**src/rtl/plane_bomb_pkg.sv**
```systemverilog
// Shared types and constants for the enemy-plane bomb and its sprite addressing.
package plane_bomb_pkg;

    localparam int unsigned COORD_W           = 10;
    localparam int unsigned CMP_W             = 11;
    localparam int unsigned ADDR_W            = 16;
    localparam int unsigned CNT_W             = 5;
    localparam int unsigned VEL_W             = 4;

    localparam int unsigned BOMB_W            = 12;
    localparam int unsigned BOMB_H            = 16;
    localparam int unsigned START_DY          = 19;
    localparam int unsigned FALL_STEP         = 2;
    localparam int unsigned GROUND_Y          = 440;
    localparam int unsigned CHAR_W            = 32;
    localparam int unsigned CHAR_H            = 48;
    localparam int unsigned EXPLODE_FRAMES    = 20;
    localparam int unsigned MAX_VEL           = 8;
    localparam int unsigned BOMB_SPRITE_WORDS = BOMB_W * BOMB_H;

    typedef enum logic [1:0] {BOMB_IDLE, BOMB_FALL, BOMB_EXPLODE} bomb_state_t;

    // Screen-coordinate add that pins at the top of the range instead of wrapping.
    function automatic logic [COORD_W-1:0] sat_add(input logic [COORD_W-1:0] a,
                                                   input logic [COORD_W-1:0] b);
        logic [CMP_W-1:0] s;
        s = {1'b0, a} + {1'b0, b};
        return s[CMP_W-1] ? '1 : s[COORD_W-1:0];
    endfunction

endpackage

```
**src/rtl/plane_bomb_if.sv**
```systemverilog
// Launch/explored handshake between the enemy plane (master) and its bomb (slave).
interface plane_bomb_if;
    import plane_bomb_pkg::*;

    logic               launch;
    logic [COORD_W-1:0] start_x;
    logic [COORD_W-1:0] start_y;
    logic               explored;

    modport master (output launch, start_x, start_y, input explored);
    modport slave  (input launch, start_x, start_y, output explored);
endinterface

```
**src/rtl/frame_edge_det.sv**
```systemverilog
// Turns the slow frame strobe into a single-Clk pulse on each rising edge.
module frame_edge_det (
    input  logic Clk,
    input  logic Reset,
    input  logic frame_clk,
    output logic fe
);
    logic sync_q;
    logic prev_q;

    always_ff @(posedge Clk or posedge Reset) begin
        if (Reset) begin
            sync_q <= 1'b0;
            prev_q <= 1'b0;
            fe     <= 1'b0;
        end else begin
            sync_q <= frame_clk;
            prev_q <= sync_q;
            fe     <= sync_q & ~prev_q;
        end
    end
endmodule

```
**src/rtl/plane_bomb.sv**
```systemverilog
// Enemy-plane bomb: launch capture, per-frame fall, hit/ground detonation, sprite addressing.
// Optional PLANE_BOMB_GRAVITY_EN replaces the constant fall step with an accelerating one.
module plane_bomb
    import plane_bomb_pkg::*;
(
    input  logic               Clk,
    input  logic               Reset,
    input  logic               frame_clk,
    plane_bomb_if.slave        bus,
    input  logic [COORD_W-1:0] char_x,
    input  logic [COORD_W-1:0] char_y,
    input  logic [COORD_W-1:0] DrawX,
    input  logic [COORD_W-1:0] DrawY,
    output logic               is_bomb,
    output logic [ADDR_W-1:0]  addr,
    output logic [COORD_W-1:0] bomb_x,
    output logic [COORD_W-1:0] bomb_y,
    output logic               hit_char
);

    bomb_state_t        state, state_n;
    logic               fe;
    logic [COORD_W-1:0] bx_n, by_n;
    logic [CNT_W-1:0]   cnt, cnt_n;
    logic               hit_n;
    logic               overlap;
    logic               grounded;
    logic [COORD_W-1:0] step;
    logic [CMP_W-1:0]   bx_w, by_w, cx_w, cy_w;
    logic [COORD_W-1:0] dx, dy;
    logic [ADDR_W-1:0]  off;

`ifdef PLANE_BOMB_GRAVITY_EN
    logic [VEL_W-1:0]   vel, vel_n;
    logic [1:0]         vcnt, vcnt_n;
    assign step = COORD_W'(vel);
`else
    assign step = COORD_W'(FALL_STEP);
`endif

    frame_edge_det u_fe (
        .Clk       (Clk),
        .Reset     (Reset),
        .frame_clk (frame_clk),
        .fe        (fe)
    );

    // Widened copies so box edges past 1023 compare correctly.
    assign bx_w = CMP_W'(bomb_x);
    assign by_w = CMP_W'(bomb_y);
    assign cx_w = CMP_W'(char_x);
    assign cy_w = CMP_W'(char_y);

    assign overlap  = (bx_w < cx_w + CMP_W'(CHAR_W)) && (cx_w < bx_w + CMP_W'(BOMB_W)) &&
                      (by_w < cy_w + CMP_W'(CHAR_H)) && (cy_w < by_w + CMP_W'(BOMB_H));
    assign grounded = (by_w + CMP_W'(BOMB_H)) >= CMP_W'(GROUND_Y);

    always_ff @(posedge Clk or posedge Reset) begin
        if (Reset) begin
            state        <= BOMB_IDLE;
            bus.explored <= 1'b1;
            bomb_x       <= '0;
            bomb_y       <= '0;
            hit_char     <= 1'b0;
            cnt          <= '0;
`ifdef PLANE_BOMB_GRAVITY_EN
            vel          <= '0;
            vcnt         <= '0;
`endif
        end else begin
            state        <= state_n;
            bus.explored <= (state_n == BOMB_IDLE);
            bomb_x       <= bx_n;
            bomb_y       <= by_n;
            hit_char     <= hit_n;
            cnt          <= cnt_n;
`ifdef PLANE_BOMB_GRAVITY_EN
            vel          <= vel_n;
            vcnt         <= vcnt_n;
`endif
        end
    end

    // Collision tests see the position before this frame's move; detonation freezes it.
    always_comb begin
        state_n = state;
        bx_n    = bomb_x;
        by_n    = bomb_y;
        hit_n   = 1'b0;
        cnt_n   = cnt;
`ifdef PLANE_BOMB_GRAVITY_EN
        vel_n   = vel;
        vcnt_n  = vcnt;
`endif
        case (state)
            BOMB_IDLE: begin
                if (bus.launch) begin
                    bx_n    = bus.start_x;
                    by_n    = sat_add(bus.start_y, COORD_W'(START_DY));
                    cnt_n   = '0;
                    state_n = BOMB_FALL;
`ifdef PLANE_BOMB_GRAVITY_EN
                    vel_n   = VEL_W'(1);
                    vcnt_n  = '0;
`endif
                end
            end
            BOMB_FALL: begin
                if (fe) begin
                    if (overlap) begin
                        hit_n   = 1'b1;
                        cnt_n   = '0;
                        state_n = BOMB_EXPLODE;
                    end else if (grounded) begin
                        cnt_n   = '0;
                        state_n = BOMB_EXPLODE;
                    end else begin
                        by_n = sat_add(bomb_y, step);
`ifdef PLANE_BOMB_GRAVITY_EN
                        vcnt_n = vcnt + 2'd1;
                        if (vcnt == 2'd3 && vel < VEL_W'(MAX_VEL)) begin
                            vel_n = vel + VEL_W'(1);
                        end
`endif
                    end
                end
            end
            BOMB_EXPLODE: begin
                if (fe) begin
                    if (cnt == CNT_W'(EXPLODE_FRAMES - 1)) begin
                        cnt_n   = '0;
                        state_n = BOMB_IDLE;
                    end else begin
                        cnt_n = cnt + CNT_W'(1);
                    end
                end
            end
            default: state_n = BOMB_IDLE;
        endcase
    end

    // Pixel lookup; the unsigned wrap of the differences doubles as the left/top bound.
    assign dx      = DrawX - bomb_x;
    assign dy      = DrawY - bomb_y;
    assign is_bomb = (state != BOMB_IDLE) && (dx < COORD_W'(BOMB_W)) && (dy < COORD_W'(BOMB_H));

    always_comb begin
        off = '0;
        if (state == BOMB_EXPLODE) begin
            off = (cnt < CNT_W'(EXPLODE_FRAMES / 2)) ? ADDR_W'(BOMB_SPRITE_WORDS)
                                                      : ADDR_W'(2 * BOMB_SPRITE_WORDS);
        end
    end

    assign addr = ADDR_W'(dy) * ADDR_W'(BOMB_W) + ADDR_W'(dx) + off;

endmodule

```
**src/flat_wrapper.sv**
```systemverilog
// flat-port wrapper written by rule: the top's interface ports become plain ports
module plane_bomb_flat import plane_bomb_pkg::*;
  (Clk, Reset, frame_clk, char_x, char_y, DrawX, DrawY, is_bomb, addr, bomb_x, bomb_y, hit_char, bus_launch, bus_start_x, bus_start_y, bus_explored);
  plane_bomb_if bus_i ();
  input  logic Clk;
  input  logic Reset;
  input  logic frame_clk;
  input  logic [COORD_W-1:0] char_x;
  input  logic [COORD_W-1:0] char_y;
  input  logic [COORD_W-1:0] DrawX;
  input  logic [COORD_W-1:0] DrawY;
  output logic is_bomb;
  output logic [ADDR_W-1:0] addr;
  output logic [COORD_W-1:0] bomb_x;
  output logic [COORD_W-1:0] bomb_y;
  output logic hit_char;
  input wire logic [$bits(bus_i.launch)-1:0] bus_launch;
  input wire logic [$bits(bus_i.start_x)-1:0] bus_start_x;
  input wire logic [$bits(bus_i.start_y)-1:0] bus_start_y;
  output wire logic [$bits(bus_i.explored)-1:0] bus_explored;
  assign bus_i.launch = bus_launch;
  assign bus_i.start_x = bus_start_x;
  assign bus_i.start_y = bus_start_y;
  assign bus_explored = bus_i.explored;
  plane_bomb u_core (.Clk(Clk), .Reset(Reset), .frame_clk(frame_clk), .bus(bus_i), .char_x(char_x), .char_y(char_y), .DrawX(DrawX), .DrawY(DrawY), .is_bomb(is_bomb), .addr(addr), .bomb_x(bomb_x), .bomb_y(bomb_y), .hit_char(hit_char));
endmodule
```
**config.mk**
```make
export PLATFORM = sky130hd
export DESIGN_NAME = plane_bomb_flat
export DESIGN_NICKNAME = d
export VERILOG_FILES = /design/src/rtl/plane_bomb_pkg.sv /design/src/rtl/plane_bomb_if.sv /design/src/rtl/frame_edge_det.sv /design/src/rtl/plane_bomb.sv /design/src/flat_wrapper.sv
export SDC_FILE = /design/constraint.sdc
export NUM_CORES = 1
export LEC_CHECK = 0
export BUFFER_PORTS_ARGS = -buffer_cell sky130_fd_sc_hd__buf_4
export CORE_MARGIN = 2
export CORE_UTILIZATION = 25
export CTS_BUF_LIST = sky130_fd_sc_hd__clkbuf_4 sky130_fd_sc_hd__clkbuf_8
export CTS_CLUSTER_DIAMETER = 50
export DETAILED_ROUTE_END_ITERATION = 12
export PLACE_DENSITY = 0.43
export SLEW_MARGIN = 20
export SYNTH_ARGS = -nofsm -noshare
export SYNTH_HDL_FRONTEND = slang
export SYNTH_SLANG_ARGS = --single-unit
```
**constraint.sdc**
```tcl
create_clock -name Clk -period 8.07 [get_ports Clk]
set_input_delay 1.614 -clock Clk [delete_from_list [all_inputs] [get_ports Clk]]
set_output_delay 1.614 -clock Clk [all_outputs]
set_load 0.03 [all_outputs]
```
# After elaboration in Yosys (flattened, before gate mapping)
# Index checks and enable logic that the tools add are counted.
[op_classes]
n_reduce_logical = 13
bitwise_logic = 2
mux = 26
n_lt_le_gt_ge = 8
n_eq_ne = 9
mul = 1
n_addsub = 11
[op_table]
columns = ["cell", "n"]
rows = [
  ["$mux W10", 6],
  ["$lt A10 B11 Y1", 4],
  ["$mux W5", 6],
  ["$add A10 B5 Y11 const B", 2],
  ["$add A10 B6 Y11 const B", 2],
  ["$pmux W10 S2", 1],
  ["$sub A10 B10 Y10", 2],
  ["$add A16 B16 Y16", 1],
  ["$mux W16", 1],
  ["$add A14 B10 Y15", 1],
  ["$pmux W5 S3", 1],
  ["$mul A10 B2 Y12 const B", 1],
  ["$mux W2", 6],
  ["$add A10 B2 Y11 const B", 1],
  ["$add A10 B4 Y11 const B", 1],
  ["$ge A11 B9 Y1 const B", 1],
  ["$lt A10 B4 Y1 const B", 1],
  ["$lt A10 B5 Y1 const B", 1],
  ["$ne A2 B2 Y1 const B", 5],
  ["$reduce_and A5 Y1", 2],
  ["$mux W9", 1],
  ["$pmux W2 S3", 1],
  ["$add A5 B1 Y5 const B", 1],
  ["$eq A5 B5 Y1 const B", 1],
  ["other kinds (12)", 20],
]
[totals]
regBits = 32
wordCells = 79
out_inout_bits = 39
input_bits = 64

# Longest topological paths before layout
[depth]
ltp_word = 9
mapped_depth = 22
mapped_depth_nobuf = 22

# By module
# From an unflattened synthesis, not the netlist that was laid out.
[unflattened]
cells_unflattened = 594
hier_area_um2 = 4802.1
[modules_own_cells]
columns = ["module", "seq_area_each_um2", "area_per_inst_um2", "cells_each", "n_inst"]
rows = [
  ["plane_bomb", 726.9, 4709.5, 589, 1],
  ["frame_edge_det", 75.1, 92.6, 5, 1],
]

# Least setup slack after synthesis
# No wires, ideal clock.
[synth_path]
path_type = "input to output"
startpoint = "in DrawY[0]"
endpoint = "out addr[13]"
cell_stages = 20
slack_ns = 0.869
t_required_ns = 6.456
n_path_buf = 0
arrival_ns = 5.587
cell_sequence = "inv_1 ha_1 fa_1 xnor2_1 inv_1 fa_1 nor2b_1 o22ai_1 xnor2_1 ha_1 o21ai_0 a21oi_1 nor2_1 xnor2_1 ha_1 a21oi_1 nor2_1 a21oi_1 or3b_1 xor2_1"
[synth_between]
elab_chain_len = 4
[synth_rtl]
columns = ["item", "line_no", "rtl"]
rows = [
  ["start: declaration", "flat_wrapper.sv:11", "input logic [COORD_W-1:0] DrawY;"],
  ["$sub A10 B10 Y10", "plane_bomb.sv:144", "assign dy = DrawY - bomb_y;"],
  ["$mul A10 B2 Y12", "plane_bomb.sv:155", "assign addr = ADDR_W'(dy) * ADDR_W'(BOMB_W) + ADDR_W'(dx) + off;"],
  ["$add A14 B10 Y15", "plane_bomb.sv:155", ""],
  ["$add A16 B16 Y16", "plane_bomb.sv:155", ""],
  ["end: declaration", "flat_wrapper.sv:13", "output logic [ADDR_W-1:0] addr;"],
]
# No other way between the ends.

# Final worst setup path
# Ends and elaborated chain as after synthesis.

==> report_table.html <==
<table>
<tr><th>Metric</th><th>Value</th></tr>
<tr><th colspan="2">Run status</th></tr>
<tr><td>Status</td><td>completed</td></tr>
<tr><th colspan="2">Floorplan</th></tr>
<tr><td>Die footprint</td><td>between 20000 and 25000 sq um</td></tr>
<tr><td>Die Span X</td><td>143 um</td></tr>
<tr><td>Top Ports</td><td>103</td></tr>
<tr><td>Vert. Die Dim</td><td>143 um</td></tr>
<tr><td>Starting density of the core</td><td>0.256</td></tr>
<tr><td>Cell row count</td><td>50</td></tr>
<tr><td>Area inside the core boundary</td><td>18800 sq um</td></tr>
<tr><th colspan="2">Critical path</th></tr>
<tr><td>Depth of the worst register-to-register path</td><td>13</td></tr>
<tr><td>Worst Setup EP</td><td>addr[13]</td></tr>
<tr><td>Endpoint of the worst-slack reg-to-reg timing path</td><td>u_core.bomb_y[9]$_DFFE_PP0P_</td></tr>
<tr><td>Launch instance of the worst register-to-register path</td><td>u_core.bomb_x[2]$_DFFE_PP0P_</td></tr>
<tr><td>Setup CP Type</td><td>in -&gt; out</td></tr>
<tr><td>Critical path startpoint</td><td>DrawY[0]</td></tr>
<tr><td>Critical path peak fanout</td><td>3</td></tr>
<tr><td>Data arrival time of the critical path</td><td>6.00 ns</td></tr>
<tr><td>Critical Path Max Stage Delay</td><td>0.47 ns</td></tr>
<tr><td>Kind of end point of the critical path</td><td>output port</td></tr>
<tr><td>CP Data Required Time</td><td>6.46 ns</td></tr>
<tr><td>Worst-case register-to-register setup slack</td><td>4.48 ns</td></tr>
<tr><td>Cells traversed along the worst timing path</td><td>buf_4 -&gt; inv_1 -&gt; ha_1 -&gt; fa_1 -&gt; xnor2_1 -&gt; inv_1 -&gt; fa_1 -&gt; nor2b_1 -&gt; o22ai_1 -&gt; xnor2_1 -&gt; ha_1 -&gt; o21ai_0 -&gt; a21oi_1 -&gt; nor2_1 -&gt; xnor2_1 -&gt; ha_1 -&gt; a21oi_1 -&gt; nor2_1 -&gt; a21oi_1 -&gt; or3b_1 -&gt; xor2_1 -&gt; buf_4</td></tr>
<tr><td>Critical Path Source Type</td><td>input port</td></tr>
<tr><td>Highest-delay cell along the critical path</td><td>sky130_fd_sc_hd__fa_1</td></tr>
<tr><th colspan="2">Timing</th></tr>
<tr><td>Period utilization</td><td>0.943</td></tr>
<tr><td>Worst hold slack across all endpoints</td><td>0.384 ns</td></tr>
<tr><td>Setup repair after global routing missed its margin</td><td>false</td></tr>
<tr><td>Final hold vios</td><td>0</td></tr>
<tr><td># setup viols final</td><td>0</td></tr>
<tr><td>Skew final</td><td>approximately 0.0054 ns</td></tr>
<tr><td>Final critical path time including I/O delays and setup</td><td>7.61 ns</td></tr>
<tr><td>Worst relative slew slack</td><td>0.447</td></tr>
<tr><td>Slew at the pin closest to its max-slew limit</td><td>0.826 ns</td></tr>
<tr><td>Fin Setup TNS</td><td>0 ns</td></tr>
<tr><td>Number of max-slew violations in the final report</td><td>0</td></tr>
<tr><td>Peak clock frequency supported by timing</td><td>approximately 130 MHz</td></tr>
<tr><th colspan="2">Logic synthesis</th></tr>
<tr><td>Flip-flop and latch count after synthesis</td><td>32</td></tr>
<tr><td>Fraction of registers with async set or reset after synthesis</td><td>1.00</td></tr>
<tr><td>Number of library cell types mapped by synthesis</td><td>63</td></tr>
<tr><td>Post-synth top area share</td><td>0.222</td></tr>
<tr><td>Net count after synthesis</td><td>around 760</td></tr>
<tr><td>Number of synthesized flops with an enable pin</td><td>0</td></tr>
<tr><td>Library cell occupying the most area in the post-synthesis netlist</td><td>sky130_fd_sc_hd__ha_1</td></tr>
<tr><td>Gate count of the mapped netlist</td><td>roughly 600</td></tr>
<tr><td>Syn Std Cell Area</td><td>between 4000 and 5000 sq um</td></tr>
<tr><td>Cell types with the largest area share after synthesis</td><td>sky130_fd_sc_hd__ha_1 (22%), sky130_fd_sc_hd__dfrtp_1 (16%), sky130_fd_sc_hd__xnor2_1 (6.8%)</td></tr>
<tr><td>Dominant register cell in the synthesized netlist</td><td>sky130_fd_sc_hd__dfrtp_1</td></tr>
<tr><td>Count of yosys warnings during synthesis</td><td>0</td></tr>
<tr><td>Mean post-synth cell area</td><td>7.97 sq um</td></tr>
<tr><td>Sequential share of the synthesized area</td><td>0.167</td></tr>
<tr><th colspan="2">Drt</th></tr>
<tr><td>Total wire length</td><td>14700 um</td></tr>
<tr><td>Detailed Routing Iterations Pass 1</td><td>5</td></tr>
<tr><td>DRT iter0 DRCs</td><td>230</td></tr>
<tr><td>DRC errors left</td><td>0</td></tr>
<tr><td>Via total after detailed routing</td><td>4613</td></tr>
<tr><td>Detailed-route wire length per cell</td><td>15.6 um</td></tr>
<tr><td>Remaining number of nets flagged by the antenna check after routing</td><td>0</td></tr>
<tr><td>Ratio of routed vias to standard cells</td><td>about 5</td></tr>
<tr><th colspan="2">Clock network</th></tr>
<tr><td>Clock buffers created by TritonCTS</td><td>5</td></tr>
<tr><td>Maximum buffer depth of the clock tree</td><td>2</td></tr>
<tr><td>Quantity of gates resized following cts</td><td>0</td></tr>
<tr><td>CTS Hold Buffers Added</td><td>0</td></tr>
<tr><td>Clock input transition at the sequential cells of the worst setup and hold paths</td><td>0.08 ns</td></tr>
<tr><td>Buffer count from post-CTS setup fixing</td><td>0</td></tr>
<tr><td>Clk sink count</td><td>32</td></tr>
<tr><td>CTS HTree Levels</td><td>2</td></tr>
<tr><td>Insertion delay of the later-clocked pin in the worst-skew pair</td><td>0.30 ns</td></tr>
<tr><td>Clock tree from TritonCTS</td><td>done</td></tr>
<tr><td>Cell at the root of the clock tree</td><td>sky130_fd_sc_hd__clkbuf_8</td></tr>
<tr><th colspan="2">Cells and area</th></tr>
<tr><td>Footprint of the flip-flops and latches</td><td>between 800 and 900 sq um</td></tr>
<tr><td>Fillers</td><td>2017</td></tr>
<tr><td>Net total in the final layout</td><td>860</td></tr>
<tr><td>Post-synthesis to final-layout area growth</td><td>23.6%</td></tr>
<tr><td>Post-route cell area</td><td>5930 sq um</td></tr>
<tr><td>Area occupied by multi-input gates</td><td>roughly 3700 sq um</td></tr>
<tr><td>Share of cells above drive strength 1</td><td>0.167</td></tr>
<tr><td>Number of antenna diodes</td><td>0</td></tr>
<tr><td>Post-route insts no fill</td><td>between 900 and 1000</td></tr>
<tr><th colspan="2">Placement</th></tr>
<tr><td>Buffers on Ports</td><td>about 100</td></tr>
<tr><td>Weighted congestion at the end of routability-driven global placement</td><td>roughly 0.86</td></tr>
<tr><td>DPL Wire Length</td><td>12300 um</td></tr>
<tr><td>Number of instances in the placed design</td><td>933</td></tr>
<tr><td>Placed cell areas</td><td>5830 sq um</td></tr>
<tr><th colspan="2">Global route</th></tr>
<tr><td>Global Route Usage Sum</td><td>0.144</td></tr>
<tr><td>Number of global-route vias before repair</td><td>4552</td></tr>
<tr><td>Initial antenna violation count</td><td>0</td></tr>
<tr><td>Largest net degree at the start of global routing</td><td>33</td></tr>
<tr><td>Global-route wire length before repair</td><td>23100 um</td></tr>
<tr><td>Leftover overflow at the end of global routing</td><td>0</td></tr>
<tr><th colspan="2">Hold path</th></tr>
<tr><td>Min-Delay Path Depth</td><td>0</td></tr>
<tr><td>Path category of the worst min-delay check</td><td>reg -&gt; reg</td></tr>
<tr><th colspan="2">Run</th></tr>
<tr><td>Max-capacitance violation count</td><td>0</td></tr>
</table>
[cell usage in the layout, fill, tap and decap left out, types with 9 or more instances in the layout]
master,netlist,final
sky130_fd_sc_hd__buf_4,1,102
sky130_fd_sc_hd__ha_1,85,85
sky130_fd_sc_hd__inv_1,64,63
sky130_fd_sc_hd__nand2_1,49,49
sky130_fd_sc_hd__o21ai_0,47,47
sky130_fd_sc_hd__nor2_1,37,37
sky130_fd_sc_hd__xnor2_1,37,37
sky130_fd_sc_hd__a21oi_1,35,35
sky130_fd_sc_hd__dfrtp_1,31,31
sky130_fd_sc_hd__xor2_1,23,23
sky130_fd_sc_hd__nand3_1,19,19
sky130_fd_sc_hd__nor2b_1,16,16
sky130_fd_sc_hd__nor3_1,16,16
sky130_fd_sc_hd__and3_1,10,10
sky130_fd_sc_hd__nand2b_1,10,10
sky130_fd_sc_hd__a21o_1,9,9
sky130_fd_sc_hd__o211ai_1,9,9
[final cells by class]
class                      count  share of cell area
timing repair buffer         102               0.129
tap                          234              0.0494
inverter                      65              0.0420
sequential                    32               0.135
multi-input combinational    500               0.628
clock buffer                   6              0.0139
clock inverter                 2             0.00169
[worst min-delay path by stage]
stage                                            start                      endpoint  slack [ns]
after floorplan           u_core.u_fe.sync_q$_DFF_PP0_  u_core.u_fe.prev_q$_DFF_PP0_        0.35
after global placement    u_core.u_fe.sync_q$_DFF_PP0_  u_core.u_fe.prev_q$_DFF_PP0_        0.36
after detailed placement  u_core.u_fe.sync_q$_DFF_PP0_  u_core.u_fe.prev_q$_DFF_PP0_        0.37
after CTS                 u_core.u_fe.sync_q$_DFF_PP0_  u_core.u_fe.prev_q$_DFF_PP0_        0.39
after global routing      u_core.u_fe.prev_q$_DFF_PP0_      u_core.u_fe.fe$_DFF_PP0_        0.41
final                     u_core.u_fe.sync_q$_DFF_PP0_  u_core.u_fe.prev_q$_DFF_PP0_        0.38
[Yosys cell counts, drive strengths merged, types with 2 or more instances]
cell	count
inv	65
buf	2
o21bai	3
nor4	6
nor2	37
a21o	9
maj3	2
ha	85
a22oi	4
a211oi	6
nor2b	16
xnor2	38
dfrtp	31
nand4	3
o22ai	3
clkbuf	3
a21oi	35
fa	5
o31a	3
o21a	8
o21ai	50
a31oi	8
and3	10
nand3	19
a2111oi	4
o2111ai	5
nor3	16
nand2	49
xor2	24
or3	2
nand2b	10
or4	3
o22a	5
o211ai	9
a2bb2oi	2
[layer usage]
layer  part of all wire  global-route usage  vias up
li1                   -                   -     2365
met1               0.46               0.189     2116
met2               0.48               0.250      117
met3              0.040              0.0165       15
met4              0.015              0.0370        0
met5                  0                   0        -
[cell families (layout without fill, tap and decap cells)]
kind of cell             after synthesis  after routing  synth area share
AO/OA/AOI/OAI                        165            165             0.222
XOR/XNOR                              63             63             0.123
adder cells (fa/ha/maj)               92             92             0.247
buffers and inverters                 70            175            0.0569
flip-flops                            32             32             0.167
multiplexers                           1              1           0.00209
other                                  1              1          0.000782
AND/OR/NAND/NOR                      178            178             0.181
[critical path, delay by kind of cell]
family	cells	cell delay, ns
adders and majority gates	5	1.76
AOI/OAI and AO/OA	5	0.60
xor gates and xnor gates	4	0.83
and+or+nand+nor	4	0.79
buffers and inverters	4	0.40
[sequential cells by signal, indices dropped and copies added (netlist names)]
register and flops:
u_core.bomb_x 10, u_core.bomb_y 10, u_core.bus.explored 1, u_core.cnt 5
u_core.hit_char 1, u_core.state 2, u_core.u_fe.fe 1, u_core.u_fe.prev_q 1
u_core.u_fe.sync_q 1
[per-stage QoR]
step,utilization,setup WS (ns)
2_1_floorplan,-,0.869
3_3_place_gp,0.311,0.570
3_5_place_dp,0.311,0.432
4_1_cts,0.316,0.412
5_1_grt,0.316,0.135
6_report,0.316,0.456
Power is not shown: default switching activity piles up to over one toggle a cycle in this logic, so the estimate is an artifact.
